--- config.mk ---
export PLATFORM = sky130hd
export DESIGN_NAME = ahbl_rgb_pwm
export DESIGN_NICKNAME = d
export VERILOG_FILES = /design/src/rtl/ahbl_rgb_pwm.sv
export SDC_FILE = /design/constraint.sdc
export NUM_CORES = 1
export LEC_CHECK = 0
export CORE_ASPECT_RATIO = 0.5
export CORE_MARGIN = 1.5
export CORE_UTILIZATION = 35
export DETAILED_ROUTE_END_ITERATION = 16
export GPL_TIMING_DRIVEN = 0
export SLEW_MARGIN = 10
export SYNTH_ARGS = -nofsm -noshare
export SYNTH_HDL_FRONTEND = slang
export SYNTH_SLANG_ARGS = --single-unit
--- constraint.sdc ---
create_clock -name HCLK -period 3 [get_ports HCLK]
set_input_delay 0.45 -clock HCLK [delete_from_list [all_inputs] [get_ports HCLK]]
set_output_delay 0.45 -clock HCLK [all_outputs]
set_load 0.02 [all_outputs]
--- src/rtl/ahbl_rgb_pwm.sv ---
`timescale 1ns/1ps
// AHB-Lite slave generating three double-buffered 8-bit PWM channels for the RGB LED driver.
// Zero-wait-state bus; duty updates take effect at period wrap so no period is ever glitched.

module ahbl_rgb_pwm (
    input  logic        HCLK,
    input  logic        HRESETn,
    input  logic        HSEL,
    input  logic [31:0] HADDR,
    input  logic [1:0]  HTRANS,
    input  logic        HWRITE,
    input  logic [2:0]  HSIZE,
    input  logic        HREADY,
    input  logic [31:0] HWDATA,
    output logic        HREADYOUT,
    output logic        HRESP,
    output logic [31:0] HRDATA,
    output logic [2:0]  pwm_out
);

    typedef enum logic [2:0] {
        REG_CTRL   = 3'd0,
        REG_PRESC  = 3'd1,
        REG_DUTY0  = 3'd2,
        REG_DUTY1  = 3'd3,
        REG_DUTY2  = 3'd4,
        REG_STATUS = 3'd5
    } reg_sel_e;

    // Bus data-phase tracking
    logic        dp_valid_q;
    logic        dp_write_q;
    logic [2:0]  dp_addr_q;
    logic        wr_en;
    logic        rd_en;

    // Software-visible registers
    logic        en_q,    en_d;
    logic        inv_q,   inv_d;
    logic [15:0] presc_q, presc_d;
    logic [2:0][7:0] duty_q, duty_d;
    logic        pdone_q, pdone_d;

    // PWM core state
    logic [15:0] pcnt_q, pcnt_d;
    logic [7:0]  cnt_q,  cnt_d;
    logic [2:0][7:0] act_q, act_d;
    logic [2:0]  pwm_q,  pwm_d;
    logic        tick;
    logic        wrap;

    logic        unused_bits;
    assign unused_bits = ^{HSIZE, HADDR[31:5], HADDR[1:0], HWDATA[31:16]};

    assign HREADYOUT = 1'b1;
    assign HRESP     = 1'b0;
    assign pwm_out   = pwm_q;

    // The address phase is captured only when the whole bus advances.
    always_ff @(posedge HCLK or negedge HRESETn) begin
        // NOTE: sequential state uses non-blocking assignments so every flop samples pre-edge values.
        if (!HRESETn) begin
            dp_valid_q <= 1'b0;
            dp_write_q <= 1'b0;
            dp_addr_q  <= 3'd0;
        end else if (HREADY) begin
            dp_valid_q <= HSEL & HTRANS[1];
            dp_write_q <= HWRITE;
            dp_addr_q  <= HADDR[4:2];
        end
    end

    assign wr_en = dp_valid_q & dp_write_q & HREADY;
    assign rd_en = dp_valid_q & ~dp_write_q;

    assign tick = en_q && (pcnt_q >= presc_q);
    assign wrap = tick && (cnt_q == 8'hFF);

    always_comb begin
        // NOTE: every output of this block is defaulted first so no latch is inferred.
        en_d    = en_q;
        inv_d   = inv_q;
        presc_d = presc_q;
        duty_d  = duty_q;
        pdone_d = pdone_q;
        if (wr_en) begin
            case (dp_addr_q)
                REG_CTRL: begin
                    en_d  = HWDATA[0];
                    inv_d = HWDATA[1];
                end
                REG_PRESC:  presc_d   = HWDATA[15:0];
                REG_DUTY0:  duty_d[0] = HWDATA[7:0];
                REG_DUTY1:  duty_d[1] = HWDATA[7:0];
                REG_DUTY2:  duty_d[2] = HWDATA[7:0];
                REG_STATUS: if (HWDATA[0]) pdone_d = 1'b0;
                default: ;
            endcase
        end
        // A wrap in the same cycle as a clear must not be lost.
        if (wrap) pdone_d = 1'b1;
    end

    always_comb begin
        pcnt_d = pcnt_q;
        cnt_d  = cnt_q;
        act_d  = act_q;
        if (!en_q) begin
            pcnt_d = 16'd0;
            cnt_d  = 8'd0;
            act_d  = duty_q;
        end else begin
            if (tick) begin
                pcnt_d = 16'd0;
                cnt_d  = cnt_q + 8'd1;
            end else begin
                pcnt_d = pcnt_q + 16'd1;
            end
            if (wrap) act_d = duty_q;
        end
    end

    always_comb begin
        pwm_d = 3'b000;
        for (int i = 0; i < 3; i++) begin
            pwm_d[i] = en_q & ((cnt_q < act_q[i]) ^ inv_q);
        end
    end

    always_ff @(posedge HCLK or negedge HRESETn) begin
        if (!HRESETn) begin
            en_q    <= 1'b0;
            inv_q   <= 1'b0;
            presc_q <= 16'd0;
            duty_q  <= '0;
            pdone_q <= 1'b0;
            pcnt_q  <= 16'd0;
            cnt_q   <= 8'd0;
            act_q   <= '0;
            pwm_q   <= 3'b000;
        end else begin
            en_q    <= en_d;
            inv_q   <= inv_d;
            presc_q <= presc_d;
            duty_q  <= duty_d;
            pdone_q <= pdone_d;
            pcnt_q  <= pcnt_d;
            cnt_q   <= cnt_d;
            act_q   <= act_d;
            pwm_q   <= pwm_d;
        end
    end

    always_comb begin
        HRDATA = 32'd0;
        if (rd_en) begin
            case (dp_addr_q)
                REG_CTRL:   HRDATA = {30'd0, inv_q, en_q};
                REG_PRESC:  HRDATA = {16'd0, presc_q};
                REG_DUTY0:  HRDATA = {24'd0, duty_q[0]};
                REG_DUTY1:  HRDATA = {24'd0, duty_q[1]};
                REG_DUTY2:  HRDATA = {24'd0, duty_q[2]};
                REG_STATUS: HRDATA = {31'd0, pdone_q};
                default:    HRDATA = 32'd0;
            endcase
        end
    end

endmodule
==> impl_metrics.env <==
export IMPL_run_status="completed"
export IMPL_cts_root_buf="clkbuf_16"
export IMPL_dieArea_um2=16700
export IMPL_hold_viol=0
export IMPL_critPathArrivalTime_ns=2.37
export IMPL_whs_ns=0.491
export IMPL_synth_warnings=0
export IMPL_synth_compound_area_frac=0.0619
export IMPL_final_cell_count_no_fill=778
export IMPL_rsz0062_at_grt="false"
export IMPL_synth_simple_area_share=0.120
export IMPL_cp_data_required_time_ns=2.55
export IMPL_tns_ns=0
export IMPL_critPathKind="reg -> out"
export IMPL_skew_ns=0.00725
export IMPL_synth_area_leaders="dfrtp_1 (45%), mux2_2 (9.3%), ha_1 (8.8%), mux2_4 (5.4%), mux2i_1 (3.1%)"
export IMPL_final_util=0.431
export IMPL_syn2layout_area_growth_pct=19.9
export IMPL_combPwrFrac=0.256
export IMPL_synth_commonest_cells="dfrtp_1 (99), mux2_2 (46), inv_1 (43)"
export IMPL_synth_mux_area_fraction=0.186
export IMPL_grt_pass1_vias=3737
export IMPL_period_share=0.940
export IMPL_yosysTopAreaCell="dfrtp_1"
export IMPL_synth_xor_area_frac=0.0252
export IMPL_async_flop_share=1.00
export IMPL_synth_top_area_share=0.446
export IMPL_p_switching_mw=1.16
export IMPL_clkTransAtPathRegs_ns=0.07
export IMPL_cts_sinks=99
export IMPL_grt_use_total=0.150
export IMPL_slew_viol_final=0
export IMPL_dieWidth_um=181
export IMPL_hp_class="reg -> reg"
export IMPL_ys_seq_area_frac=0.446
export IMPL_antenna_found_initial=0
export IMPL_design_area_um2=6660
export IMPL_cp_end_kind="output port"
export IMPL_avgSynthCellArea_um2=11.1
export IMPL_core_area_um2=15500
export IMPL_finalSetupViolCount=0
export IMPL_leakage_nw=3.05
export IMPL_max_clock_freq_mhz=355
export IMPL_worst_ir_drop_vdd_mv=0.281
export IMPL_pin_count=111
export IMPL_cts_tree="built"
export IMPL_viasPerCell=4.83
export IMPL_tightest_slew_ns=0.939
export IMPL_synthMostInstantiatedCell="dfrtp_1"
export IMPL_maxCapViolations=0
export IMPL_fin_crit_ns=2.82
export IMPL_synth_cell_types=46
export IMPL_netlist_area_um2=5560
export IMPL_initial_utilization=0.360
export IMPL_crit_path_max_fanout=10
export IMPL_n_antenna_cell=0
export IMPL_numCtsBuffers=9
export IMPL_critPathLaunchType="register"
export IMPL_place_area_um2=6320
export IMPL_dp_hpwl_mm=8.90
export IMPL_nets=682
export IMPL_drive_gt1_frac=0.202
export IMPL_syn_inst=499
export IMPL_place_congestion=0.836
export IMPL_ant_nets=0
export IMPL_cts_max_level=3
export IMPL_max_slew_margin=0.368
export IMPL_ys_flop_type="dfrtp_1"
export IMPL_drt_iter0_markers=143
export IMPL_synth_fa_ha_area_frac=0.0878
export IMPL_drc=0
export IMPL_powerDensity_nw_per_um2=597
export IMPL_grt_pass1_wl_mm=19.5
export IMPL_synth_edf_count=0
export IMPL_power_frac_clock=0.310
export IMPL_io_buffers=42
export IMPL_first_pass_iters=4
export IMPL_switching_share=0.292
export IMPL_via_count=3754
export IMPL_p_int_mw=2.82
export IMPL_grt_start_max_net_pins=76
export IMPL_clk_latency_ns=0.34
export IMPL_grt_ovfl_total=0
export IMPL_synth_seq_cells=99
export IMPL_clockBufferDepth=2
export IMPL_chipHeight_um=92.1
export IMPL_pwr_share_seq=0.434
export IMPL_detail_route_wl_per_cell_um=15.0
export IMPL_fp_row_count=32
export IMPL_routed_wl_mm=11.7
export IMPL_cts_setup_buffers=0
export IMPL_synth_top_family_by_area="multiplexers"
export IMPL_place_inst=762
export IMPL_fillerInstances=1451
[per-stage QoR]
stage          total power [mW]  setup WS [ns]
2_1_floorplan              2.46          0.509
3_3_place_gp               2.74          -2.36
3_5_place_dp               2.77          0.117
4_1_cts                    4.02         0.0205
5_1_grt                    4.22         0.0362
6_report                   3.98          0.181
[final timing paths]
check                      slack, ns          from          to  cells after the start
setup reg to reg                0.21     pcnt_q[0]   act_q[15]                     10
hold / removal                  0.49     act_q[16]   act_q[16]                      1
min in group asynchronous       0.53       HRESETn  pcnt_q[13]                      2
hold reg to reg                 0.49     act_q[16]   act_q[16]                      1
setup / recovery                0.18  dp_addr_q[2]   HRDATA[2]                      6
max in group asynchronous       1.83       HRESETn  presc_q[2]                      3
[kinds of logic (layout without fill, tap and decap cells)]
kind of cell    Yosys count  after routing
simple gates            126            126
flops                    99             99
mux                      87             87
buf+inv                  78            137
compound gates           52             52
fa+ha+maj                39             39
xor+xnor                 16             16
other cells               2             18
[area by class of cell]
class / instances / area [um2] / area share
multi-input cells: 338 / 2750 / 0.413
clock buffers: 12 / 236 / 0.0355
repair buffers: 44 / 459 / 0.0689
well taps: 204 / 255 / 0.0383
flip-flops and latches: 99 / 2480 / 0.372
clock inverters: 4 / 75.1 / 0.0113
inverters: 43 / 161 / 0.0242
plain buffers: 34 / 246 / 0.0370
[repair_timing]
item                                    4_1_cts  5_1_grt
endpoints found under the setup margin       15       31
endpoints found under the hold margin        24        0
hold buffers                                  1        0
gates resized for setup                       6        2
[state kept, by name, indices dropped and copies added (netlist names)]
name        flops
act_q          24
duty_q         24
pcnt_q         16
presc_q        16
cnt_q           8
dp_addr_q       3
pwm_out         3
dp_valid_q      1
dp_write_q      1
en_q            1
inv_q           1
pdone_q         1
[per-layer routing]
| layer | vias to the layer above | part of all wire | GRT usage |
|---|---|---|---|
| met1 | 1836 | 0.48 | 0.203 |
| met2 | 62 | 0.46 | 0.246 |
| li1 | 1847 | - | - |
| met3 | 9 | 0.046 | 0.0314 |
| met5 | - | 0 | 0 |
| met4 | 0 | 0.0080 | 0.0368 |
[power groups by stage]
stage	logic [mW]	clock network [mW]	registers, mW
floorplan	0.759	0	1.70
global placement	0.990	0	1.75
detailed placement	1.02	0	1.75
CTS	1.03	1.27	1.72
global route	1.14	1.32	1.76
finish	1.02	1.23	1.73
[cells in the final DEF (no fill, tap or decap), types with 6 or more instances in the layout]
cell,netlist,routed
o22a_1,6,6
a21oi_1,13,13
inv_1,43,43
clkbuf_1,9,8
xor2_1,9,9
clkdlybuf4s50_1,0,41
conb_1,2,18
mux2_4,20,20
nand4_1,9,9
nand3_1,12,12
mux2i_1,17,17
mux2_2,46,46
dfrtp_1,99,99
nand2_1,20,20
o21ai_0,13,13
ha_1,39,39
nor4_1,12,12
a22oi_1,6,6
xnor2_1,7,7
and3_1,6,6
nor2_1,35,34
buf_4,18,18
nand2b_1,16,16
clkbuf_16,0,9
[worst max-delay path, cell delays in order, from the launching register on]
cell	delay [ns]
dfrtp_1	0.52
nor2b_1	0.17
clkbuf_2	0.22
a22oi_1	0.12
o22a_1	0.21
nor2_1	0.15
clkdlybuf4s50_1	0.63
Power figures use the tool's default switching activity.
